$ cat config.mk
export PLATFORM = sky130hd
export DESIGN_NAME = booth_multiplier_flat
export DESIGN_NICKNAME = d
export VERILOG_FILES = /design/src/rtl/alu_pkg.sv /design/src/rtl/booth_multiplier_if.sv /design/src/rtl/booth_recoder.sv /design/src/rtl/booth_multiplier.sv /design/src/flat_wrapper.sv
export SDC_FILE = /design/constraint.sdc
export NUM_CORES = 1
export LEC_CHECK = 0
export BUFFER_PORTS_ARGS = -buffer_cell sky130_fd_sc_hd__buf_2
export CAP_MARGIN = 25
export CORE_AREA = 5 5 135 137
export DETAILED_ROUTE_END_ITERATION = 6
export DIE_AREA = 0 0 140 142
export GPL_TIMING_DRIVEN = 0
export PLACE_DENSITY_LB_ADDON = 0.25
export SYNTH_ARGS = -nofsm -noshare
export SYNTH_HDL_FRONTEND = slang
export SYNTH_SLANG_ARGS = --single-unit
$ cat constraint.sdc
create_clock -name clk -period 9 [get_ports clk]
set_input_delay 0.45 -clock clk [delete_from_list [all_inputs] [get_ports clk]]
set_output_delay 0.45 -clock clk [all_outputs]
set_load 0.01 [all_outputs]
$ cat src/rtl/alu_pkg.sv
// Shared ALU definitions for the Booth multiplier: states, Booth action codes and step counts.
// Build option: BOOTH_BIT_PAIR_EN selects radix-4 bit-pair recoding; otherwise radix-2 Booth.
package alu_pkg;

    localparam int WIDTH_DEFAULT = 32;

    typedef enum logic [1:0] {
        ST_IDLE = 2'd0,
        ST_RUN  = 2'd1,
        ST_DONE = 2'd2
    } state_t;

    typedef enum logic [2:0] {
        ACT_NONE   = 3'd0,
        ACT_ADD_M  = 3'd1,
        ACT_SUB_M  = 3'd2,
        ACT_ADD_2M = 3'd3,
        ACT_SUB_2M = 3'd4
    } booth_act_t;

`ifdef BOOTH_BIT_PAIR_EN
    localparam int RADIX_SHIFT = 2;
    localparam int RECODE_BITS = 3;
`else
    localparam int RADIX_SHIFT = 1;
    localparam int RECODE_BITS = 2;
`endif

    // Each Booth step retires RADIX_SHIFT multiplier bits.
    function automatic int booth_steps(input int w);
        return w / RADIX_SHIFT;
    endfunction

    localparam int BOOTH_STEPS = booth_steps(WIDTH_DEFAULT);

endpackage

$ cat src/rtl/booth_multiplier_if.sv
// Start/busy/done handshake and operand/result bus of the Booth multiplier.
interface booth_multiplier_if #(
    parameter int WIDTH = alu_pkg::WIDTH_DEFAULT
);
    logic             start;
    logic [WIDTH-1:0] multiplicand;
    logic [WIDTH-1:0] multiplier;
    logic             busy;
    logic             done;
    logic [WIDTH-1:0] hi;
    logic [WIDTH-1:0] lo;

    modport master (
        output start, multiplicand, multiplier,
        input  busy, done, hi, lo
    );

    modport slave (
        input  start, multiplicand, multiplier,
        output busy, done, hi, lo
    );
endinterface

$ cat src/rtl/booth_recoder.sv
// Combinational Booth recoder: multiplier low bits plus Q-1 to an add/sub action.
// Build option: BOOTH_BIT_PAIR_EN selects the radix-4 table; otherwise the radix-2 table.
module booth_recoder
    import alu_pkg::*;
(
    input  logic [RECODE_BITS-1:0] bits,
    output booth_act_t             act
);

`ifdef BOOTH_BIT_PAIR_EN
    // Radix-4 table over (Q1, Q0, Q-1).
    always_comb begin
        act = ACT_NONE;
        case (bits)
            3'b000:  act = ACT_NONE;
            3'b001:  act = ACT_ADD_M;
            3'b010:  act = ACT_ADD_M;
            3'b011:  act = ACT_ADD_2M;
            3'b100:  act = ACT_SUB_2M;
            3'b101:  act = ACT_SUB_M;
            3'b110:  act = ACT_SUB_M;
            3'b111:  act = ACT_NONE;
            default: act = ACT_NONE;
        endcase
    end
`else
    // Radix-2 table over (Q0, Q-1).
    always_comb begin
        act = ACT_NONE;
        case (bits)
            2'b01:   act = ACT_ADD_M;
            2'b10:   act = ACT_SUB_M;
            default: act = ACT_NONE;
        endcase
    end
`endif

endmodule

$ cat src/rtl/booth_multiplier.sv
// Multi-cycle signed WIDTHxWIDTH->2*WIDTH Booth multiplier with start/busy/done handshake.
// Build option: BOOTH_BIT_PAIR_EN halves the step count with radix-4 recoding.
module booth_multiplier
    import alu_pkg::*;
#(
    parameter int WIDTH = WIDTH_DEFAULT
) (
    input  logic              clk,
    input  logic              clr,
    booth_multiplier_if.slave bus
);

    // Two guard bits keep A +/- 2M and the negation of the most negative M in range.
    localparam int AW    = WIDTH + 2;
    localparam int STEPS = booth_steps(WIDTH);
    localparam int CNT_W = (STEPS > 1) ? $clog2(STEPS) : 1;

    state_t                  state_r;
    logic [CNT_W-1:0]        cnt_r;
    logic [AW-1:0]           a_r;
    logic [WIDTH-1:0]        q_r;
    logic                    qm1_r;
    logic [WIDTH-1:0]        m_r;
    logic                    busy_r;
    logic                    done_r;
    logic [WIDTH-1:0]        hi_r;
    logic [WIDTH-1:0]        lo_r;

    logic [RECODE_BITS-1:0]  recode_bits_s;
    booth_act_t              act_s;
    logic [AW-1:0]           m_ext_s;
    logic [AW-1:0]           m2_s;
    logic [AW-1:0]           addend_s;
    logic [AW-1:0]           sum_s;
    logic signed [AW+WIDTH:0] cat_s;
    logic signed [AW+WIDTH:0] shifted_s;

    assign recode_bits_s = {q_r[RECODE_BITS-2:0], qm1_r};

    booth_recoder u_recoder (
        .bits (recode_bits_s),
        .act  (act_s)
    );

    // Select the Booth addend (0, +/-M, +/-2M) at the extended width.
    always_comb begin
        m_ext_s  = {{2{m_r[WIDTH-1]}}, m_r};
        m2_s     = {m_ext_s[AW-2:0], 1'b0};
        addend_s = {AW{1'b0}};
        case (act_s)
            ACT_ADD_M:  addend_s = m_ext_s;
            ACT_SUB_M:  addend_s = ~m_ext_s + AW'(1);
            ACT_ADD_2M: addend_s = m2_s;
            ACT_SUB_2M: addend_s = ~m2_s + AW'(1);
            default:    addend_s = {AW{1'b0}};
        endcase
    end

    // One Booth step: accumulate, then arithmetic shift of {A, Q, Q-1}.
    always_comb begin
        sum_s     = a_r + addend_s;
        cat_s     = {sum_s, q_r, qm1_r};
        shifted_s = cat_s >>> RADIX_SHIFT;
    end

    // Control FSM, counter, datapath registers and registered outputs.
    always_ff @(posedge clk) begin
        if (clr) begin
            state_r <= ST_IDLE;
            cnt_r   <= {CNT_W{1'b0}};
            a_r     <= {AW{1'b0}};
            q_r     <= {WIDTH{1'b0}};
            qm1_r   <= 1'b0;
            m_r     <= {WIDTH{1'b0}};
            busy_r  <= 1'b0;
            done_r  <= 1'b0;
            hi_r    <= {WIDTH{1'b0}};
            lo_r    <= {WIDTH{1'b0}};
        end else begin
            case (state_r)
                ST_IDLE: begin
                    done_r <= 1'b0;
                    if (bus.start) begin
                        m_r     <= bus.multiplicand;
                        q_r     <= bus.multiplier;
                        a_r     <= {AW{1'b0}};
                        qm1_r   <= 1'b0;
                        cnt_r   <= {CNT_W{1'b0}};
                        busy_r  <= 1'b1;
                        state_r <= ST_RUN;
                    end else begin
                        busy_r  <= 1'b0;
                        state_r <= ST_IDLE;
                    end
                end
                ST_RUN: begin
                    a_r   <= shifted_s[AW+WIDTH:WIDTH+1];
                    q_r   <= shifted_s[WIDTH:1];
                    qm1_r <= shifted_s[0];
                    cnt_r <= cnt_r + CNT_W'(1);
                    if (cnt_r == CNT_W'(STEPS - 1)) begin
                        state_r <= ST_DONE;
                    end else begin
                        state_r <= ST_RUN;
                    end
                end
                ST_DONE: begin
                    // Upper guard bits of A are pure sign extension here.
                    hi_r    <= a_r[WIDTH-1:0];
                    lo_r    <= q_r;
                    done_r  <= 1'b1;
                    busy_r  <= 1'b1;
                    cnt_r   <= {CNT_W{1'b0}};
                    state_r <= ST_IDLE;
                end
                default: begin
                    busy_r  <= 1'b0;
                    done_r  <= 1'b0;
                    state_r <= ST_IDLE;
                end
            endcase
        end
    end

    assign bus.busy = busy_r;
    assign bus.done = done_r;
    assign bus.hi   = hi_r;
    assign bus.lo   = lo_r;

endmodule

$ cat src/flat_wrapper.sv
// flat-port wrapper written by rule: the top's interface ports become plain ports
module booth_multiplier_flat import alu_pkg::*;
#(
    parameter int WIDTH = WIDTH_DEFAULT
)
  (clk, clr, bus_start, bus_multiplicand, bus_multiplier, bus_busy, bus_done, bus_hi, bus_lo);
  booth_multiplier_if #(.WIDTH(WIDTH)) bus_i ();
  input  logic clk;
  input  logic clr;
  input wire logic [$bits(bus_i.start)-1:0] bus_start;
  input wire logic [$bits(bus_i.multiplicand)-1:0] bus_multiplicand;
  input wire logic [$bits(bus_i.multiplier)-1:0] bus_multiplier;
  output wire logic [$bits(bus_i.busy)-1:0] bus_busy;
  output wire logic [$bits(bus_i.done)-1:0] bus_done;
  output wire logic [$bits(bus_i.hi)-1:0] bus_hi;
  output wire logic [$bits(bus_i.lo)-1:0] bus_lo;
  assign bus_i.start = bus_start;
  assign bus_i.multiplicand = bus_multiplicand;
  assign bus_i.multiplier = bus_multiplier;
  assign bus_busy = bus_i.busy;
  assign bus_done = bus_i.done;
  assign bus_hi = bus_i.hi;
  assign bus_lo = bus_i.lo;
  booth_multiplier #(.WIDTH(WIDTH)) u_core (.clk(clk), .clr(clr), .bus(bus_i));
endmodule
**Word-level counts from Yosys, hierarchy flattened**

Index checks and enable logic that the tools add are counted.

- Flip-flop bits (word level): 172
- Bits of input ports: 67

- $add $sub $neg: 4
- Equality and inequality tests: 10
- Multiplexer cells: 16
- Bitwise logic cells: 2
- Reduce and logical (&&, ||, !) cells: 6

Operators with widths:

| kind | count |
|---|---|
| one-hot mux 34 bit (4 select lines) | 1 |
| adder 34 x 1 -> 34 bit (second input constant) | 2 |
| inverter 34 bit | 2 |
| one-hot mux 34 bit (2 select lines) | 1 |
| one-hot mux 32 bit (2 select lines) | 1 |
| adder 34 bit | 1 |
| 2-to-1 mux 34 bit | 1 |
| 2-to-1 mux 32 bit | 1 |
| one-hot mux 5 bit (3 select lines) | 1 |
| equality test 2 bit (second input constant) | 4 |
| one-hot mux 2 bit (2 select lines) | 2 |
| equality test 2 x 1 -> 1 bit (second input constant) | 3 |
| AND reduction 2 bit | 3 |
| adder 5 x 1 -> 5 bit (second input constant) | 1 |
| equality test 5 bit (second input constant) | 1 |
| 2-to-1 mux 5 bit | 1 |
| one-hot mux 1 bit (2 select lines) | 2 |
| equality test 2 x 3 -> 1 bit (second input constant) | 1 |
| 2-to-1 mux 1 bit | 3 |
| one-hot mux 1 bit (3 select lines) | 1 |
| nonzero test 3 bit | 1 |
| logical NOT 2 bit | 1 |
| 2-to-1 mux 2 bit | 1 |
| inequality test 2 bit (second input constant) | 1 |
| nonzero test 2 bit | 1 |

**Logic depth before layout (Yosys ltp)**

Gate-level depths: netlist of run 1.

- Depth in word-level cells: 6
- Mapped depth: 21

**Modules after synthesis**

A second synthesis of run 1 with hierarchy kept.

- Cells, all modules: 1188
- Area total of the unflattened synthesis: 9635.5 sq um

By module, submodules not included:

| module | times used | cells an instance | area each (sq um) | seq. area each (sq um) |
|---|---|---|---|---|
| booth_multiplier | 1 | 1184 | 9609.2 | 3423.3 |
| booth_recoder | 1 | 4 | 26.3 | 0.0 |

**Worst setup path after synthesis of run 1**

OpenSTA, ideal clock, no wires.

- Kind: register -> register
- From: register u_core.m_r[0]
- To: register u_core.a_r[27]
- Arrival: 4.679 ns
- Required time: 8.883 ns
- Path slack: 4.204 ns
- Cell stages (with the launch flop): 22
- Buffers on the path: 1
- Period minus slack after synthesis: 4.796 ns
- Cells stage by stage: dfxtp_1 inv_1 ha_1 nor4b_1 nand3b_1 or3_2 or3_1 or3_1 xor2_1 a22oi_1 nor2_1 ha_1 clkbuf_1 and4_1 and2_1 o211ai_1 o311ai_0 o41ai_1 o21bai_1 a21oi_1 xnor2_1 a22o_1

- Longest elaborated chain between the ends: 5
- Elaborated cells on any way between the ends: 7

Ends and longest elaborated chain:

| element | RTL line | RTL |
|---|---|---|
| from (decl) | booth_multiplier.sv:23 | `logic [WIDTH-1:0] m_r;` |
| from (signal assigned) | booth_multiplier.sv:74 | `m_r <= {WIDTH{1'b0}};` |
| from (signal assigned) | booth_multiplier.sv:84 | `m_r <= bus.multiplicand;` |
| inverter 34 bit, on equally long branches | booth_multiplier.sv:52, booth_multiplier.sv:54 |  |
| adder 34 x 1 -> 34 bit, on equally long branches | booth_multiplier.sv:52, booth_multiplier.sv:54 |  |
| one-hot mux 34 bit (4 select lines) (*) | booth_multiplier.sv:50 | `case (act_s)` |
| adder 34 bit (*) | booth_multiplier.sv:61 | `sum_s = a_r + addend_s;` |
| one-hot mux 34 bit (2 select lines) (*) | booth_multiplier.sv:80 | `case (state_r)` |
| to (signal assigned) | booth_multiplier.sv:71 | `a_r <= {AW{1'b0}};` |
| to (signal assigned) | booth_multiplier.sv:86 | `a_r <= {AW{1'b0}};` |
| to (signal assigned) | booth_multiplier.sv:97 | `a_r <= shifted_s[AW+WIDTH:WIDTH+1];` |
| to (decl) | booth_multiplier.sv:20 | `logic [AW-1:0] a_r;` |

Mark *: on every way between the ends. The rest lies on a longest branch, timed or not.
A chain may end at the register's enable or synchronous reset.

**Worst setup path in the final report of run 1**

Same ends and word-level chain as after synthesis.

==> flow_results.org, run 1 <==
** Status
- Run status :: complete, no violations

** Pwr
- Power per unit of standard cell area :: 171.2 nW/um2
- The design draws between 1.5 and 2 mW.
- Across the VDD grid, the largest voltage drop is 0.1483 mV.
- The analysis attributes to cell leakage a power of approximately 4.5 nW.

** Setup path
- Depth of the worst register-to-register path :: 21
- Following the worst setup path forward leads to its endpoint at u_core.a_r[27]$_SDFFE_PP0P_.
- CP Cell Sequence :: inv_1, ha_1, nor4b_1, nand3b_1, or3_2, or3_1, or3_1, xor2_1, a22oi_1, nor2_1, ha_1, clkbuf_1, and4_1, and2_1, o211ai_1, o311ai_0, o41ai_1, o21bai_1, a21oi_1, xnor2_1, a22o_1
- Arrival time of the worst setup path :: between 6 and 7 ns
- The worst register-to-register path has a setup slack of 3.16 ns.
- Slowest library cell on the worst path :: o311ai_0
- Critical path data required time :: 9.32 ns
- CP Capture Type :: register
- Maximum single-stage delay on the critical path :: ~0.6 ns
- Tracing the worst setup path back leads to its startpoint at u_core.m_r[0]$_SDFFE_PP0P_.
- In this run the worst path has a maximum fanout of 8.
- Setup CP Type :: reg2reg
- Critical R2R Launch :: u_core.m_r[0]$_SDFFE_PP0P_
- STA classifies the critical path startpoint as a register.
- The endpoint identified for the worst register-to-register timing path is u_core.a_r[27]$_SDFFE_PP0P_.

** Yosys
- The number of nets in the synthesized netlist is approximately 1300.
- Sequential share of the synthesized area :: 37.00%
- Of all flip-flops after synthesis, the portion carrying an async set or reset was 0%.
- Top post-synthesis cells by area :: dfxtp_1 37%, nand2_1 12%, a21oi_1 8.3%, ha_1 5.3%, nor2_1 5.1%
- A synthesized cell averages ~7.5 um2.
- Main flop type after synthesis :: dfxtp_1
- Most numerous cell types in the synthesized netlist :: 301 x nand2_1, 171 x dfxtp_1, 154 x a21oi_1
- Gate Count Post-Synth :: between 1000 and 1500
- Synthesis warning total :: 0
- Summed over its instances, the top area cell type makes up between 30 and 40% of the synthesized netlist area.
- After synthesis, the netlist uses 63 different library cells.
- Number of synthesized register bits :: between 150 and 200
- Post-Synthesis Cell Area :: a little over 9000 um2
- Summed over all instances, the cell type with the most area after synthesis is dfxtp_1.
- Among all cell types in the netlist, the one instantiated most often is nand2_1.
- EDFF count, synth :: 0

** Global routing
- Global routing usage summed across all routing layers :: a little over a quarter
- Entering global routing, the biggest net connects 17 pins.
- Via count of the first global-routing pass :: just under 9000
- Met2 Track Usage GR :: 43.88%
- Met1 layer usage reported by global route :: 33.75%
- First-pass GRT wire length :: ~43000 um
- The total overflow left after global routing is 0.
- The layer flagged by global routing as most heavily used is met2.
- Number of antenna violations at the first check in global routing :: 0
- Met3 Use GR :: 5.040%

** Placed design
- Minimum setup slack after placement :: between 3 and 4 ns
- The congestion estimate from routability-driven global placement came to slightly below 1.
- Input and output buffers added on the ports amount to 132.
- Post-DP HPWL :: between 20000 and 25000 um

** Timing
- Fmax :: 0.1711 GHz
- Fraction of the cycle the final worst path needs :: approximately 65%
- Worst hold margin :: ~0.25 ns
- After layout, the minimum clock period comes to 5.843 ns.
- Slew HR :: between 20 and 30%
- Across the routed clock network, the largest skew measured is between 0.01 and 0.015 ns.
- Final hold violation count :: 0
- Worst setup slack after layout :: between 3 and 4 ns
- In the final timing run, aggregate negative setup slack is 0 ns.
- Unrepaired setup endpoints after global routing :: false
- Transition at the pin with the smallest max-transition slack :: roughly 1.1 ns
- Final setup vio count :: 0
- Final Max Slew Viols :: 0

** Clock network
- Number of hold buffers added after CTS :: 0
- Clock buffers created by TritonCTS :: 17
- Post-CTS repair changed the size of 0 cells.
- Clock net sink count :: about 170
- Clock edge transition at the registers on the reported setup and hold paths :: 0.07 ns
- Clock tree from TritonCTS :: yes
- In this run the post-CTS setup repair buffer count came out at 0.
- For the worst-skew pair, the clock arrives at the later sink with an insertion delay of around 0.44 ns.
- In this run the deepest clock path goes through 2 buffers.
- Root buffer cell :: clkbuf_16
- CTS H-tree depth :: 4

** Floorplanning
- In this run the horizontal extent of the chip is approximately 140 um.
- The die is between 100 and 150 um tall.
- The initialized floorplan defines 48 standard-cell rows.
- The core region is ~17000 um2.
- Starting density of the core :: between 50% and 60%
- The floorplan step defined a die boundary enclosing 19880 um2.
- ~130 I/O pins were placed.

** Drt
- After the first detailed-routing iteration, the DRC count stood at just over 700.
- The final layout contains routed wiring with a total length of roughly 27000 um.
- Remaining antenna violation count after routing :: 0
- Before antenna repair, the detailed router went through 5 iterations.
- After detailed routing, the average wire length per cell comes to about 16 um.
- The routed layout has 9416 vias.
- For this run, design rule violations remaining after detail routing come to 0.
- Via density per instance :: 5.780

** Final layout
- 0 antenna diodes ended up in the layout.
- In the final layout, the share of cells above drive strength 1 is 13.11%.
- The area growth from synthesis to layout is 17.21%.
- At the end of the flow, the number of nets in the layout was ~1500.
- Fill cell total of the finished layout :: 1594

** Flow run
- The tool flagged a number of max-cap violations equal to 0.

** Hold path
- Type of the most critical hold path :: in2reg
==> flip-flops by register name, indices dropped and copies added, names as in the netlist <==
| register | count |
|---|---|
| u_core.bus.lo | 32 |
| u_core.q_r | 32 |
| u_core.cnt_r | 5 |
| u_core.a_r | 33 |
| u_core.bus.hi | 32 |
| u_core.bus.done | 1 |
| u_core.m_r | 32 |
| u_core.state_r | 2 |
| u_core.bus.busy | 1 |
| u_core.qm1_r | 1 |
==> layout by cell type (no fill, tap or decap), types with 4 or more instances in the layout <==
cell and instances:
a211oi_1 6, a21o_1 28, a21oi_1 154, a221oi_1 8
a22o_1 14, a22oi_1 27, a311oi_1 33, a31oi_1 11
and2_1 8, buf_1 11, buf_2 132, bufinv_16 4
clkbuf_1 80, clkbuf_16 17, dfxtp_1 171, ha_1 39
inv_1 15, nand2_1 301, nand2b_1 8, nand3_1 12
nand4_1 5, nor2_1 126, nor2b_1 5, nor3_1 21
nor4_1 5, o211a_1 4, o211ai_1 8, o21a_1 5
o21ai_0 34, o21bai_1 7, o31a_1 4, or3_1 6
xnor2_1 25, xor2_1 10
==> how the worst min path moves through the flow <==
stage | end | from | cells after the start | slack, ns
final | u_core.m_r[28]$_SDFFE_PP0P_ | bus_multiplicand[28] | 3 | 0.25
after CTS | u_core.m_r[12]$_SDFFE_PP0P_ | bus_multiplicand[12] | 3 | 0.23
after global routing | u_core.m_r[17]$_SDFFE_PP0P_ | bus_multiplicand[17] | 3 | 0.25
after global placement | u_core.bus.lo[30]$_SDFFE_PP0P_ | u_core.bus.lo[30]$_SDFFE_PP0P_ | 2 | 0.44
after detailed placement | u_core.bus.hi[8]$_SDFFE_PP0P_ | u_core.bus.hi[8]$_SDFFE_PP0P_ | 2 | 0.44
after floorplan | u_core.bus.lo[10]$_SDFFE_PP0P_ | u_core.q_r[10]$_SDFFE_PP0P_ | 2 | 0.45
==> per-stage QoR <==
stage,cell area [um2],std cells,utilization (%)
6_report,10850,1629,64.04
5_1_grt,10850,1629,64.04
4_1_cts,10850,1629,64.04
3_5_place_dp,10190,1597,60.20
3_3_place_gp,10190,1597,60.20
2_1_floorplan,9253,1240,-
==> kinds of logic after synthesis <==
| kind of cell | after synthesis | synth area share (%) |
|---|---|---|
| flops | 171 | 37.00 |
| compound gates | 360 | 25.18 |
| buf+inv | 109 | 4.543 |
| xor+xnor | 35 | 3.313 |
| simple gates | 522 | 24.14 |
| fa+ha+maj | 40 | 5.490 |
| mux | 3 | 0.3381 |
==> where the power goes <==
group / switching [mW] / internal (mW) / total (mW)
combinational: 0.153 / 0.0856 / 0.239
clock: 0.327 / 0.480 / 0.807
sequential: 0.0283 / 0.782 / 0.811
==> layer usage <==
layer,part of all wire (%),up-vias,wire [um]
met1,43,4371,11580
li1,-,4649,-
met5,0,-,0
met4,3.6,0,962
met2,47,341,12560
met3,6.2,55,1660
==> layout make-up <==
type	instances	area, um2	share of cell area, %
clock inverters	13	207.7	1.915
inverters	16	60.06	0.5538
well taps	225	281.5	2.596
flip-flops and latches	171	3423	31.56
multi-input cells	960	5409	49.87
clock buffers	19	442.9	4.084
plain buffers	93	360.3	3.323
repair buffers	132	660.6	6.091
==> critical path: cells and delay by family, from the launching register on <==
kind                       cells  cell delay, ns
xor gates and xnor gates       2            0.30
AOI/OAI and AO/OA              7            1.62
buffers and inverters          2            0.38
and+or+nand+nor                8            2.58
adders and majority gates      2            0.51
DFF                            1            0.33
Power figures use the tool's default switching activity.
==> run 2, diff against run 1 <==
==> constraint.sdc (replaced) <==
create_clock -name clk -period 5.9 [get_ports clk]
set_input_delay 0.295 -clock clk [delete_from_list [all_inputs] [get_ports clk]]
set_output_delay 0.295 -clock clk [all_outputs]
set_load 0.01 [all_outputs]
==> flow_results.org, run 2 (synthesized netlist as in run 1, its figures left out) <==
** Setup path
- Arrival time of the worst setup path :: 5.79 ns (-0.38 ns)
- The depth of the most critical reg-to-reg path came to 20 (-4.8%).
- The setup path with the least slack is of type reg2reg.
- The endpoint identified for the worst register-to-register timing path is u_core.a_r[32]$_SDFFE_PP0P_.
- In this run the worst setup path terminates at u_core.a_r[32]$_SDFFE_PP0P_.
- The worst register-to-register path begins at u_core.m_r[0]$_SDFFE_PP0P_.
- The worst setup path is captured at a register.
- The most critical setup path has its startpoint at u_core.m_r[0]$_SDFFE_PP0P_.
- The critical-path maximum fanout is 8 (unchanged).
- The required time of the critical path was 6.22 ns (-3.10 ns).
- Reg2reg setup slack :: 0.43 ns (-2.72 ns)
- Crit start category :: register

** Clock network
- TritonCTS built the clock tree.
- CTS H-tree depth :: 4 (unchanged)
- Number of hold buffers added after CTS :: 0 (unchanged)
- The total setup buffers inserted after CTS is 0 (unchanged).
- The clock-pin slew on the worst setup and hold paths was 0.07 ns (about the same).
- The number of gates resized after CTS was 0 (unchanged).
- Latest clock arrival within the worst-skew pair :: 0.44 ns (about the same)
- The number of buffers created by CTS is 17 (unchanged).
- The total clock sinks was 171 (unchanged).
- Root buffer cell :: clkbuf_16
- Number of buffers on the longest clock path :: 2 (unchanged)

** Floorplanning
- The floorplan row count came to 48 (unchanged).
- Count of pins on the block boundary :: 133 (unchanged)
- CORE AREA :: 16940 um2 (unchanged)
- The die outline area came to 19880 um2 (unchanged).
- Die height :: 142 um (unchanged)
- Die span in x :: 140 um (unchanged)
- The starting utilization of the core area is 54.63% (unchanged).

** Status
- Run status :: complete, but fails checks
- Failing checks :: design-rule violations

** Timing
- Slew HR :: 28.80% (-0.77 points)
- Final worst path period need :: 5.465 ns (-0.3779 ns)
- Unrepaired setup endpoints after global routing :: false
- The measured slew at the worst slew-check pin came to 1.064 ns (+0.01146 ns).
- The final critical-path share of the clock period came to 92.63% (+28 points).
- Worst clock skew :: 0.01110 ns (-0.000004100 ns)
- The count of final setup violators came to 0 (unchanged).
- The max-slew violation count is 0 (unchanged).
- The maximum operating frequency came to 0.1830 GHz (+6.9%).
- The worst hold margin is 0.09640 ns (-0.1565 ns).
- Sum of negative setup slack :: 0 ns (unchanged)
- Final hold violation count :: 0 (unchanged)

** Placed design
- Count of input and output buffers :: 132 (unchanged)
- The weighted congestion at the end of routability-driven global placement is 0.9836 (unchanged).
- Post-DP HPWL :: 20180 um (unchanged)

** Final layout
- Biggest register :: u_core.a_r
- Number of flip-flops under the largest register name :: 33 (unchanged)
- Fraction of layout instances using a drive strength above 1 :: 13.18% (+0.071 points)
- Net count reported at finish :: 1498 (unchanged)
- In the layout the commonest cells are 301 x nand2_1, 171 x dfxtp_1, 154 x a21oi_1.
- Most common cell after layout, fill and taps aside :: nand2_1
- The layout overhead on the synthesized area was 17.28% (about the same).
- Fill cell total of the finished layout :: 1595 (+0.063%)
- The utilization after layout came to 64.07% (about the same).
- Antenna fix cells :: 0 (unchanged)

** Global routing
- Global-route congestion overflow total :: 0 (unchanged)
- Via count of the first global-routing pass :: 8723 (unchanged)
- The global-route wire length before repair is 42980 um (unchanged).
- Pin count of the biggest net entering global routing :: 17 (unchanged)
- The global-route total usage across every layer was 26.35% (unchanged).
- Number of antenna violations at the first check in global routing :: 0 (unchanged)

** Drt
- Via count :: 9406 (-0.11%)
- The violation count after the first detailed-route iteration was 722 (+0.70%).
- Drt drc :: 1 (+1)
- Avg WL per Cell :: 16.40 um (-0.14%)
- The remaining number of nets flagged by the antenna check after routing was 0 (unchanged).
- First-pass detailed-route iteration total :: 7 (+2)
- Routed Wire Length :: 26720 um (-0.14%)
- The detail-routed via count per cell came to 5.774 (-0.11%).

** Flow run
- The number of max-cap violations came to 0 (unchanged).

** Pwr
- Static leakage :: 4.526 nW (about the same)
- The total power consumption of the routed design was 2.832 mW (+53%).
- Maximum resistive drop on vdd :: 0.2262 mV (+53%)
- The areal power density over the cells came to 261.0 nW/um2 (+52%).

** Hold path
- The min-delay analysis places its worst path in the category in2reg.
-- run 2: cell counts in the layout (fill, tap and decap cells not counted) --
Identical to the previous run, type by type.
-- run 2: area by class of cell --
type	count	area [um2]	share of cell area, %
Clock inverter	13	207.7	1.914
Sequential cell	171	3423	31.55
Clock buffer	19	442.9	4.082
Inverter	16	60.06	0.5534
Buffer	93	360.3	3.321
Tap cell	225	281.5	2.594
Multi-Input combinational cell	960	5415	49.90
Timing Repair Buffer	132	660.6	6.088
-- run 2: critical path, stage by stage, from the launching register on --
cell and delay, ns:
dfxtp_1 0.33, inv_1 0.11, ha_1 0.23, nor4b_2 0.33, nand3b_1 0.27, or3_2 0.50
or3_1 0.37, or3_1 0.33, xor2_1 0.15, a22oi_1 0.18, nor2_1 0.08, ha_1 0.28
clkbuf_1 0.27, and4_1 0.31, nand4_1 0.11, a211oi_1 0.45, nor2_1 0.17, o211ai_1 0.28
a21oi_1 0.12, o211a_1 0.21, a211o_1 0.25
-- run 2: per-stage QoR --
step	setup slack, ns	std cells	cell area [um2]
global route	0.1222	1629	10850
CTS	0.1015	1629	10850
floorplan	1.104	1240	9253
global placement	0.2299	1597	10190
finish	0.4347	1629	10850
detailed placement	0.1362	1597	10190
-- run 2: power by group --
group	internal, mW	switching, mW	total [mW]
logic	0.131	0.233	0.364
registers	1.19	0.0432	1.24
clock network	0.733	0.499	1.23
total	2.06	0.775	2.83
-- run 2: worst min path at each step --
stage / cells after the start / endpoint / startpoint / slack [ns]
after floorplan: 2 / u_core.m_r[2]$_SDFFE_PP0P_ / bus_multiplicand[2] / 0.43
after global placement: 2 / u_core.bus.lo[30]$_SDFFE_PP0P_ / u_core.bus.lo[30]$_SDFFE_PP0P_ / 0.44
after detailed placement: 2 / u_core.bus.hi[8]$_SDFFE_PP0P_ / u_core.bus.hi[8]$_SDFFE_PP0P_ / 0.44
after CTS: 3 / u_core.m_r[12]$_SDFFE_PP0P_ / bus_multiplicand[12] / 0.08
after global routing: 3 / u_core.m_r[17]$_SDFFE_PP0P_ / bus_multiplicand[17] / 0.1
final: 3 / u_core.m_r[12]$_SDFFE_PP0P_ / bus_multiplicand[12] / 0.1
-- run 2: routing by layer --
| metal | share of wire (%) | track usage [%] |
|---|---|---|
| met5 | 0 | 0 |
| met4 | 3.6 | 10.96 |
| met3 | 6.8 | 5.040 |
| met2 | 47 | 43.88 |
| met1 | 43 | 33.75 |
